[src/rtl/serial_word_assembler_if.sv]
// Word-side handshake of serial_word_assembler: show-ahead head word with valid/ready.
interface serial_word_assembler_if #(
    parameter int unsigned WIDTH = 8
);
    logic [WIDTH-1:0] word_data;
    logic             word_valid;
    logic             word_ready;
    logic             parity_err;

    modport master (
        output word_data,
        output word_valid,
        output parity_err,
        input  word_ready
    );

    modport slave (
        input  word_data,
        input  word_valid,
        input  parity_err,
        output word_ready
    );
endinterface

[src/rtl/serial_word_assembler.sv]
// Rebuilds sync-aligned MSB-first serial words into a show-ahead FIFO with sticky overflow.
// Optional trailing even-parity bit per word: define PARITY_CHECK_EN.
module serial_word_assembler #(
    parameter int unsigned WIDTH = 8,
    parameter int unsigned DEPTH = 4
) (
    input  logic                     clk,
    input  logic                     rst,
    input  logic                     en,
    input  logic                     serial_in,
    input  logic                     sync,
    input  logic                     clr_ovf,
    serial_word_assembler_if.master  word_if,
    output logic                     overflow,
    output logic [$clog2(DEPTH):0]   level
);
    localparam int unsigned CW = $clog2(WIDTH);
    localparam int unsigned AW = $clog2(DEPTH);
    localparam logic [AW:0] FullLevel = (AW+1)'(DEPTH);
    localparam logic [CW-1:0] LastBit = CW'(WIDTH - 1);

    typedef enum logic [1:0] {StHunt, StData, StParity} state_e;

    state_e           state;
    logic [CW-1:0]    bit_cnt;
    logic [WIDTH-1:0] shreg;
    logic [WIDTH-1:0] shreg_next;

    logic             push_word;
    logic [WIDTH-1:0] push_data;

    logic [WIDTH-1:0] mem [DEPTH];
    logic [AW-1:0]    wr_ptr;
    logic [AW-1:0]    rd_ptr;
    logic [AW:0]      fill;
    logic             full;
    logic             do_pop;
    logic             do_push;
    logic             drop;

    // Low WIDTH bits of the concatenation: oldest bit falls off the top.
    assign shreg_next = WIDTH'({shreg, serial_in});

    always_ff @(posedge clk or posedge rst) begin
        if (rst) begin
            state   <= StHunt;
            bit_cnt <= '0;
            shreg   <= '0;
        end else if (en) begin
            shreg <= shreg_next;
            if (sync) begin
                state   <= StData;
                bit_cnt <= CW'(1);
            end else begin
                case (state)
                    StHunt: ;
                    StData: begin
                        if (bit_cnt == LastBit) begin
                            bit_cnt <= '0;
`ifdef PARITY_CHECK_EN
                            state   <= StParity;
`endif
                        end else begin
                            bit_cnt <= bit_cnt + 1'b1;
                        end
                    end
                    StParity: state <= StData;
                    default:  state <= StHunt;
                endcase
            end
        end
    end

`ifdef PARITY_CHECK_EN
    logic push_perr;
    logic mem_perr [DEPTH];

    always_comb begin
        push_word = 1'b0;
        push_data = shreg;
        push_perr = 1'b0;
        if (en && !sync && state == StParity) begin
            push_word = 1'b1;
            push_perr = ^{shreg, serial_in};
        end
    end

    always_ff @(posedge clk) begin
        if (do_push) begin
            mem_perr[wr_ptr] <= push_perr;
        end
    end

    assign word_if.parity_err = word_if.word_valid ? mem_perr[rd_ptr] : 1'b0;
`else
    always_comb begin
        push_word = 1'b0;
        push_data = shreg_next;
        if (en && !sync && state == StData && bit_cnt == LastBit) begin
            push_word = 1'b1;
        end
    end

    assign word_if.parity_err = 1'b0;
`endif

    assign full    = (fill == FullLevel);
    assign do_pop  = word_if.word_valid && word_if.word_ready;
    // A simultaneous pop frees the slot, so a full FIFO still accepts the word.
    assign do_push = push_word && (!full || do_pop);
    assign drop    = push_word && full && !do_pop;

    always_ff @(posedge clk) begin
        if (do_push) begin
            mem[wr_ptr] <= push_data;
        end
    end

    always_ff @(posedge clk or posedge rst) begin
        if (rst) begin
            wr_ptr   <= '0;
            rd_ptr   <= '0;
            fill     <= '0;
            overflow <= 1'b0;
        end else begin
            if (do_push) begin
                wr_ptr <= wr_ptr + 1'b1;
            end
            if (do_pop) begin
                rd_ptr <= rd_ptr + 1'b1;
            end
            case ({do_push, do_pop})
                2'b10:   fill <= fill + 1'b1;
                2'b01:   fill <= fill - 1'b1;
                default: fill <= fill;
            endcase
            if (drop) begin
                overflow <= 1'b1;
            end else if (clr_ovf) begin
                overflow <= 1'b0;
            end
        end
    end

    assign level              = fill;
    assign word_if.word_valid = (fill != '0);
    assign word_if.word_data  = word_if.word_valid ? mem[rd_ptr] : '0;
endmodule
[src/flat_wrapper.sv]
// flat-port wrapper written by rule: the top's interface ports become plain ports
module serial_word_assembler_flat 
#(
    parameter int unsigned WIDTH = 8,
    parameter int unsigned DEPTH = 4
)
  (clk, rst, en, serial_in, sync, clr_ovf, overflow, level, word_if_word_data, word_if_word_valid, word_if_parity_err, word_if_word_ready);
  serial_word_assembler_if #(.WIDTH(WIDTH)) word_if_i ();
  input  logic clk;
  input  logic rst;
  input  logic en;
  input  logic serial_in;
  input  logic sync;
  input  logic clr_ovf;
  output logic overflow;
  output logic [$clog2(DEPTH):0] level;
  output wire logic [$bits(word_if_i.word_data)-1:0] word_if_word_data;
  output wire logic [$bits(word_if_i.word_valid)-1:0] word_if_word_valid;
  output wire logic [$bits(word_if_i.parity_err)-1:0] word_if_parity_err;
  input wire logic [$bits(word_if_i.word_ready)-1:0] word_if_word_ready;
  assign word_if_word_data = word_if_i.word_data;
  assign word_if_word_valid = word_if_i.word_valid;
  assign word_if_parity_err = word_if_i.parity_err;
  assign word_if_i.word_ready = word_if_word_ready;
  serial_word_assembler #(.WIDTH(WIDTH), .DEPTH(DEPTH)) u_core (.clk(clk), .rst(rst), .en(en), .serial_in(serial_in), .sync(sync), .clr_ovf(clr_ovf), .word_if(word_if_i), .overflow(overflow), .level(level));
endmodule
[config.mk]
export PLATFORM = sky130hd
export DESIGN_NAME = serial_word_assembler_flat
export DESIGN_NICKNAME = d
export VERILOG_FILES = /design/src/rtl/serial_word_assembler_if.sv /design/src/rtl/serial_word_assembler.sv /design/src/flat_wrapper.sv
export SDC_FILE = /design/constraint.sdc
export NUM_CORES = 1
export LEC_CHECK = 0
export BUFFER_PORTS_ARGS = -buffer_cell sky130_fd_sc_hd__buf_4
export CAP_MARGIN = 30
export CORE_ASPECT_RATIO = 1.75
export CORE_MARGIN = 3
export CORE_UTILIZATION = 39
export CTS_CLUSTER_SIZE = 16
export DETAILED_ROUTE_END_ITERATION = 16
export PLACE_DENSITY = 0.58
export SETUP_SLACK_MARGIN = 0.2
export SYNTH_ARGS = -nofsm -noshare
export SYNTH_HDL_FRONTEND = slang
export SYNTH_SLANG_ARGS = --single-unit
[constraint.sdc]
create_clock -name clk -period 3.35 [get_ports clk]
set_input_delay 0.335 -clock clk [delete_from_list [all_inputs] [get_ports clk]]
set_output_delay 0.335 -clock clk [all_outputs]
set_load 0.01 [all_outputs]
==> impl_results.md, run 1 <==
- Later-pin clock latency in the skew report: 310 ps
- Crit. End Element: flop
- Combinational Power Share: 0.293
- Count of cell types in the netlist: 29
- WS Path Type: flop to flop
- Max Transition Viols Final: 0
- Die ar.: 6520 um^2
- Rows: 35
- Headroom to the max-slew limit: 0.500
- TritonCTS clock tree: done
- Setup TNS: 0 ps
- Layout cells sized above 1: 0.298
- Via count: 1084
- Maximum clock rate: 439 MHz
- P_int: 0.00122 W
- Worst-Margin Slew: 749 ps
- P&R area growth vs syn: 13.9%
- Worst hold path type: input port to async pin
- Post-Synth XOR/XNOR Area: 0.0243
- WL/cell: 15.5 um
- Final period util: 0.681
- Pre-CTS WS: 1080 ps
- Synth top area cells: edfxtp_1 44%, dfrtp_1 22%, mux4_2 8.3%
- Core Box Area: 5300 um^2
- Initial antenna violation count: 0
- Synth top cells by count: 32 x edfxtp_1, 19 x dfrtp_1, 13 x and2_1
- Crit path largest cell delay: 540 ps
- Switching power: 0.000523 W
- Dpl hpwl: 2540 um
- Clock Skew: 12.6 ps
- Minimum hold slack: 153 ps
- RSZ-0062 raised after global routing: no
- Worst R2R Start: u_core.level[0]
- Crit path DAT: 2510 ps
- Drt drc: 0
- Clock group share of total power: 0.200
- Nets@finish: 165
- Slowest cell on crit path: or4b_4
- Cell with the most instances after synthesis: edfxtp_1
- Yosys reg bits: 51
- Clock root buffer: clkbuf_8
- H-tree depth: 2
- FF-to-FF setup slack: 1070 ps
- Post-CTS Setup Bufs: 0
- Synth Area in Adders: 0.0497
- Register area: 1440 um^2
- Delay-heaviest family, CP: simple AND/OR/NAND/NOR gates
- Crit path buf inv count: 2
- Iteration-0 DRC Markers: 19
- FF-to-FF path depth: 9
- Routed wire length: 3480 um
- Post-synth EDFFs: 32
- Die H: 105 um
- Overall Global Routing Usage: 0.115
- I/O pins: 21
- CTS resizes: 0
- Initial DRT Pass Iterations: 4
- Final setup viols: 0
- Simple-gate area share of the yosys netlist: 0.0786
- First-pass GRT wire length: 5760 um
- Initial core utilization: 0.409
- Yosys warnings: 0
- Sw frac: 0.300
- Gpl congestion: 0.714
- Power Dens Cells: 706 nW/um^2
- Clock sink count: 51
- Placed cell count: 217
- Crit-path max FO: 7
- Grt ovf: 0
- Post-synth top area share: 0.444
- Cts hold-fix bufs: 0
- Largest net degree at the start of global routing: 20
- VDD IR max: 0.000355 V
- Max Cap Violations: 0
- Worst EP required: 3580 ps
- Synth Flop Type: edfxtp_1
- Final hold vios: 0
- Final WS setup: 1070 ps
- Vias in the first global route: 1147
- Port Buffer Count: 19
- Largest area contributor in the netlist: edfxtp_1
- Vias per inst: 4.82
- Async SR Flop Fraction: 0.373
- Finished Cell Area: 2460 um^2
- Cell area after synthesis: 2160 um^2
- Status: finished clean
- Mux cell area share after synthesis: 0.131
- Placed inst area: 2380 um^2
- Largest family of logic cells by synthesized area: multiplexers
- Die span in x: 62.3 um
- Post-synthesis sequential area ratio: 0.664
- CP cell instances: or4b_4, nor2b_4, inv_1, ha_1, inv_1, fa_1, xor2_1, nor2_1, xor2_1
- Critical R2R Capture: u_core.level[2]
- Post-route ant nets: 0
- Mean Syn Cell Area: 16.8 um^2
- Clock slew at reported path FFs: 100 ps
- ANT cells: 0
- Crit path time final: 2280 ps
- CTS Buf Count: 5
- Layout Cells excl Fill: 225
- Complex-gate fraction of the synthesized area: 0.0225
- CTS max path bufs: 2
- Lkg Pwr: 0.970 nW
- Syn Nets: 144
- Cells after Synth: 129
- Critical Path Start Type: flop
- Filler instances: 470
- Seq pwr share: 0.507
- Multi-input gate area: 667 um^2
[state kept, by name (all words and copies together) (netlist names)]
signal and cells:
u_core.overflow 1, u_core.bit_cnt 3, u_core.rd_ptr 2, u_core.level 3
u_core.shreg 7, u_core.wr_ptr 2, u_core.mem 32, u_core.state 1
[final cells by class]
cell class,instances,share of cell area
Timing Repair Buffer,19,0.0579
Sequential cell,51,0.583
Clock inverter,3,0.00812
Tap cell,74,0.0376
Inverter,10,0.0152
Clock buffer,5,0.0279
Multi-Input combinational cell,63,0.271
[how the worst max path moves through the flow]
stage,start,cells past startpoint,endpoint
detailed placement,u_core.level[0],9,u_core.level[2]
global route,u_core.level[0],9,u_core.level[2]
finish,u_core.level[0],9,u_core.level[2]
CTS,u_core.rd_ptr[0],3,word_if_word_data[2]
global placement,word_if_word_ready,10,u_core.level[2]
floorplan,u_core.level[0],9,u_core.level[2]
[placed cells by master, fill, tap and decap left out, types with 2 or more instances in the layout]
master    instances
xnor2_1           3
and2_1           13
nor2_1            2
edfxtp_1         32
o22ai_1           2
mux2_2            7
clkbuf_8          5
ha_1              7
nand2_1           3
buf_4            19
inv_1            10
dfrtp_1          19
mux4_2            8
o21ai_0           2
xor2_1            3
[logic make-up after synthesis]
kind of cell / after synthesis
simple gates: 24
buf+inv: 15
mux: 17
other cells: 1
flops: 51
compound gates: 7
fa+ha+maj: 8
xor+xnor: 6
[power groups by stage]
stage | Clock [W] | Sequential [W] | Combinational, W
3_5_place_dp | 0 | 0.000904 | 0.000521
2_1_floorplan | 0 | 0.000830 | 0.000379
5_1_grt | 0.000382 | 0.000902 | 0.000562
3_3_place_gp | 0 | 0.000891 | 0.000510
4_1_cts | 0.000357 | 0.000890 | 0.000522
6_report | 0.000349 | 0.000883 | 0.000509
[metal layers]
| layer | vias to the layer above | part of all wire | track usage |
|---|---|---|---|
| met2 | 20 | 0.56 | 0.215 |
| li1 | 502 | - | - |
| met3 | 5 | 0.034 | 0.0269 |
| met5 | - | 0 | 0 |
| met4 | 0 | 0.018 | 0.0427 |
| met1 | 557 | 0.39 | 0.124 |
[per-stage QoR]
step                power [W]   util
finish                0.00174  0.465
global route          0.00185  0.465
CTS                   0.00177  0.465
detailed placement    0.00142  0.448
global placement      0.00140  0.448
floorplan             0.00121      -
[worst reg2reg max path, delay by kind of cell (launching register included)]
family / cells / cell delay, ps
and+or+nand+nor: 3 / 820
adders and majority gates: 2 / 550
DFF: 1 / 430
xor gates and xnor gates: 2 / 300
buffers and inverters: 2 / 120
Power figures use the tool's default switching activity.
==> inputs of run 2 (changes only) <==
Clock period 3.35 ns to 2.2 ns, I/O delays scaled along.
==> run 2 against run 1 <==
Effect of this change:
- utilization increased by 2.0 points
- register-to-register slack got worse by 960 ps
- clock skew decreased by 8.2 ps
- setup slack got worse by 960 ps
- critical path depth unchanged
- via count decreased by 0.74%
- sequential share of layout area decreased by 2.4 points
- routed wire length decreased by 0.63%
==> impl_results.md, run 2 (synthesis results as in run 1) <==
- Rows: 35 (unchanged)
- CP cell instances: or4b_4, nor2b_4, inv_2, ha_4, inv_2, fa_2, xor2_1, nor2_1, xor2_1
- Largest register FFs: 32 (unchanged)
- CTS Buf Count: 5 (unchanged)
- Later-pin clock latency in the skew report: 300 ps (about the same)
- Dpl hpwl: 2570 um (+1.2%)
- Cts hold-fix bufs: 0 (unchanged)
- I/O pins: 21 (unchanged)
- Commonest non-fill, non-tap cells in the layout: 32 x edfxtp_1, 27 x buf_4, 19 x dfrtp_1, 9 x and2_1
- TritonCTS clock tree: done
- Initial antenna violation count: 0 (unchanged)
- Worst R2R Start: u_core.level[1]
- Clock root buffer: clkbuf_8
- Drt drc: 0 (unchanged)
- Slowest cell on crit path: or4b_4
- VDD IR max: 0.000556 V (+56%)
- Routed wire length: 3460 um (-0.63%)
- CTS max path bufs: 2 (unchanged)
- Overall Global Routing Usage: 0.120 (+0.00494)
- Worst-Margin Slew: 751 ps (+1.90 ps)
- Nets@finish: 174 (+5.5%)
- Crit path largest cell delay: 520 ps (-20 ps)
- Worst hold path type: input port to async pin
- Max Cap Violations: 0 (unchanged)
- Final setup viols: 0 (unchanged)
- Lkg Pwr: 1.02 nW (+4.8%)
- Grt ovf: 0 (unchanged)
- Worst setup path start: u_core.level[1]
- Clock sink count: 51 (unchanged)
- Final period util: 0.952 (+0.271)
- Initial DRT Pass Iterations: 2 (-2)
- Status: finished clean
- H-tree depth: 2 (unchanged)
- Setup TNS: 0 ps (unchanged)
- Final WS setup: 106 ps (-964 ps)
- Vias per inst: 4.60 (-4.6%)
- Filler instances: 457 (-2.8%)
- Initial core utilization: 0.409 (unchanged)
- Die H: 105 um (unchanged)
- RSZ-0062 raised after global routing: yes
- ANT cells: 0 (unchanged)
- Vias in the first global route: 1228 (+7.1%)
- Clock slew at reported path FFs: 90 ps (about the same)
- Crit path DAT: 2310 ps (-200 ps)
- Gpl congestion: 0.709 (-0.67%)
- Headroom to the max-slew limit: 0.499 (-0.00127)
- P&R area growth vs syn: 18.7%
- WL/cell: 14.8 um (-4.5%)
- Power Dens Cells: 1070 nW/um^2 (+51%)
- Iteration-0 DRC Markers: 16 (-3)
- Crit. End Element: flop
- Biggest regs: u_core.mem (32), u_core.shreg (7)
- Die ar.: 6520 um^2 (unchanged)
- Crit path time final: 2090 ps (-186 ps)
- Reg with most FFs: u_core.mem
- Final hold vios: 0 (unchanged)
- Core Box Area: 5300 um^2 (unchanged)
- Crit-path max FO: 2 (-5)
- Worst EP required: 2420 ps (-1160 ps)
- First-pass GRT wire length: 5970 um (+3.6%)
- Max Transition Viols Final: 0 (unchanged)
- Clock Skew: 4.38 ps (-8.22 ps)
- Maximum clock rate: 477 MHz (+8.9%)
- Layout cells sized above 1: 0.394 (+0.0957)
- Die span in x: 62.3 um (unchanged)
- Post-route ant nets: 0 (unchanged)
- Most common cell after layout, fill and taps aside: edfxtp_1
- Largest net degree at the start of global routing: 20 (unchanged)
- Pre-CTS WS: 14.9 ps (-1060 ps)
- WS Path Type: flop to flop
- Critical Path Start Type: flop
- Via count: 1076 (-0.74%)
- Port Buffer Count: 19 (unchanged)
==> run 2: cell types whose count changed in the layout (fill, tap and decap cells not counted), sizes merged <==
cell | before | now
buf | 19 | 28
==> run 2: critical path, delay by kind of cell (launching register included) <==
family,cells,cell delay [ps]
XOR/XNOR,2,310
adder cells (fa/ha/maj),2,460
buffers and inverters,2,90
flip-flops,1,390
AND/OR/NAND/NOR,3,780
==> run 2: path summary, 6_finish.rpt <==
path	cells after the start	end	slack, ps
min reg2reg	1	u_core.level[2]	530
max in group asynchronous	2	u_core.shreg[3]	1680
min in group clk	2	u_core.overflow	120
max reg2reg	9	u_core.level[2]	110
max	9	u_core.level[2]	110
min	2	u_core.bit_cnt[0]	50
==> run 2: final cells by class <==
cell class / instances / area, um^2 / area share
Clock inverter: 3 / 20.0 / 0.00779
Sequential cell: 51 / 1440 / 0.559
Timing Repair Buffer: 28 / 214 / 0.0833
Inverter: 10 / 37.5 / 0.0146
Clock buffer: 5 / 68.8 / 0.0268
Multi-Input combinational cell: 63 / 701 / 0.273
Tap cell: 74 / 92.6 / 0.0360
==> run 2: where the power goes <==
group | switching (W) | internal, W | leakage, nW
logic | 0.000383 | 0.000566 | 0.461
clock network | 0.000294 | 0.000222 | 0.0418
registers | 0.000125 | 0.00116 | 0.513
total | 0.000801 | 0.00194 | 1.02
==> run 2: per-layer routing <==
metal	vias up	track usage	part of all wire
li1	527	-	-
met1	526	0.116	0.36
met2	17	0.241	0.60
met3	6	0.0237	0.026
met4	0	0.0474	0.018
met5	-	0	0
==> run 2: metrics by stage <==
step	utilization	std cells	instance area [um^2]	hold WS, ps	total power [W]
2_1_floorplan	-	129	2170	171	0.00185
3_3_place_gp	0.456	222	2420	385	0.00219
3_5_place_dp	0.456	222	2420	414	0.00223
4_1_cts	0.479	232	2540	81.6	0.00277
5_1_grt	0.485	234	2570	111	0.00295
6_report	0.485	234	2570	53.8	0.00275
==> run 2: repair_timing <==
item                       4_1_cts  5_1_grt
pin swaps                        2        0
buffers inserted                 2        2
setup endpoints to repair       26       18
gates resized for setup          6        3
==> inputs of run 3 (changes only) <==
Settings changed: CORE_ASPECT_RATIO 1.75 to 0.6.
==> run 3 against run 2 <==
Effect of this change:
- worst hold slack worse by 3.7 ps
- sequential share of layout area is 0.78 points lower
- register-to-register slack better by 40 ps
- die area hardly changed
- maximum frequency is 1.9% higher
- total power is 9.3% higher
==> impl_results.md, run 3 (synthesis results as in run 1) <==
- VDD IR max: 0.000313 V (-44%)
- Clock slew at reported path FFs: 90 ps (about the same)
- Crit path DAT: 2280 ps (-30 ps)
- Final hold vios: 0 (unchanged)
- Filler instances: 436 (-4.6%)
- Max Cap Violations: 0 (unchanged)
- Crit path buf inv count: 2 (unchanged)
- RSZ-0062 raised after global routing: yes
- Headroom to the max-slew limit: 0.496 (-0.00268)
- Pre-CTS WS: 33.2 ps (+18.3 ps)
- Initial core utilization: 0.416 (+0.00736)
- Clock sink count: 51 (unchanged)
- Final period util: 0.934 (-0.0175)
- I/O pins: 21 (unchanged)
- P&R area growth vs syn: 20.4%
- Biggest regs: u_core.mem (32), u_core.shreg (7)
- Worst-Margin Slew: 755 ps (+4.02 ps)
- Setup TNS: 0 ps (unchanged)
- CTS max path bufs: 2 (unchanged)
- Grt ovf: 0 (unchanged)
- Core Box Area: 5200 um^2 (-1.8%)
- Final setup viols: 0 (unchanged)
- Worst hold path type: input port to async pin
- Met2 usage: 0.208 (-0.0328)
- Initial DRT Pass Iterations: 4 (+2)
- Iteration-0 DRC Markers: 41 (+25)
- Status: finished clean
- Most common cell after layout, fill and taps aside: edfxtp_1
- Worst R2R Start: u_core.level[1]
- Rows: 20 (-43%)
- Grt peak-use layer: met2
- Post-route ant nets: 0 (unchanged)
- Die span in x: 102 um (+64%)
- Crit-path max FO: 2 (unchanged)
- Routed wire length: 3640 um (+5.3%)
- Max Transition Viols Final: 0 (unchanged)
- Dpl hpwl: 2560 um (-0.54%)
- Maximum clock rate: 486 MHz (+1.9%)
- Port Buffer Count: 19 (unchanged)
- Critical Path Start Type: flop
- Later-pin clock latency in the skew report: 300 ps (about the same)
- Overall Global Routing Usage: 0.127 (+0.00663)
- Largest net degree at the start of global routing: 20 (unchanged)
- Die ar.: 6510 um^2 (about the same)
- Initial antenna violation count: 0 (unchanged)
- ANT cells: 0 (unchanged)
- First-pass GRT wire length: 6020 um (+0.80%)
- Reg with most FFs: u_core.mem
- GR Layer Usage met1: 0.160 (+0.0445)
- Die H: 63.7 um (-39%)
- WS Path Type: flop to flop
- Delay-heaviest family, CP: simple AND/OR/NAND/NOR gates
- CTS Buf Count: 5 (unchanged)
- Vias in the first global route: 1197 (-2.5%)
- Cts hold-fix bufs: 0 (unchanged)
- Crit path time final: 2060 ps (-38.5 ps)
- Commonest non-fill, non-tap cells in the layout: 32 x edfxtp_1, 30 x buf_4, 19 x dfrtp_1
- Gpl congestion: 0.795 (+12%)
- Crit. End Element: flop
- Nets@finish: 176 (+1.1%)
- Lkg Pwr: 1.05 nW (+3.2%)
- H-tree depth: 2 (unchanged)
- Vias per inst: 4.97 (+8.2%)
- Clock Skew: 7.20 ps (+2.82 ps)
- TritonCTS clock tree: done
- Via count: 1134 (+5.4%)
- Largest register FFs: 32 (unchanged)
- Grt met3 use: 0.0398 (+0.0162)
- CP cell instances: or4b_4, nor2b_4, inv_2, ha_4, inv_2, fa_2, xor2_1, nor2_1, xor2_1
- Crit path largest cell delay: 520 ps (about the same)
- Worst EP required: 2430 ps (about the same)
- Layout cells sized above 1: 0.407 (+0.0137)
- Power Dens Cells: 1150 nW/um^2 (+7.8%)
- Drt drc: 0 (unchanged)
- Worst setup path start: u_core.level[1]
- Minimum hold slack: 50.1 ps (-3.74 ps)
- Clock root buffer: clkbuf_8
- Slowest cell on crit path: or4b_4
- WL/cell: 16.0 um (+8.1%)
- Final WS setup: 144 ps (+38.5 ps)
run 3: cell count changes in the layout (fill, tap and decap cells not counted):
| cell | previous run | this run |
|---|---|---|
| buf_4 | 27 | 30 |
| bufinv_16 | 0 | 2 |
| and2_1 | 9 | 8 |
| and2_2 | 3 | 4 |
| buf_6 | 1 | 0 |
| clkbuf_1 | 0 | 1 |
| clkinv_1 | 1 | 0 |
| clkinv_4 | 1 | 0 |
| clkinvlp_4 | 1 | 0 |
| ha_2 | 0 | 1 |
| ha_4 | 2 | 1 |
run 3: per-layer routing:
metal / wire length, um / share of wire
met1: 1710 / 0.47
met2: 1780 / 0.49
met3: 118 / 0.032
met4: 31 / 0.0085
met5: 0 / 0
run 3: worst paths after layout:
path                       depth (start not counted)  slack, ps                 to
min in group clk                                   2        110    u_core.overflow
max in group asynchronous                          2       1670    u_core.shreg[1]
max                                                9        140    u_core.level[2]
min                                                2         50    u_core.shreg[6]
max reg2reg                                        9        140    u_core.level[2]
min reg2reg                                        1        530  u_core.bit_cnt[2]
run 3: repair_timing:
item | 4_1_cts | 5_1_grt
gates resized for setup | 5 | 3
endpoints found under the setup margin | 13 | 26
buffers inserted | 2 | 3
pin swaps | 2 | 0
run 3: area by class of cell:
type | count | area [um^2] | area share
clock buffer | 6 | 72.6 | 0.0278
clock inverter | 2 | 60.1 | 0.0230
inverter | 10 | 37.5 | 0.0144
multi-input combinational | 63 | 692 | 0.265
sequential | 51 | 1440 | 0.551
tap | 66 | 82.6 | 0.0317
timing repair buffer | 30 | 225 | 0.0864
run 3: metrics by stage:
stage / instance area [um^2] / cells / utilization / power, W
floorplan: 2170 / 129 / - / 0.00185
global placement: 2420 / 215 / 0.464 / 0.00222
detailed placement: 2420 / 215 / 0.464 / 0.00226
CTS: 2580 / 225 / 0.496 / 0.00302
global route: 2610 / 228 / 0.501 / 0.00318
finish: 2610 / 228 / 0.501 / 0.00300
run 3: power by group:
part	leakage, nW	switching, W	internal (W)	total (W)
registers	0.513	0.000130	0.00116	0.00129
logic	0.471	0.000399	0.000571	0.000970
clock network	0.0654	0.000290	0.000454	0.000745
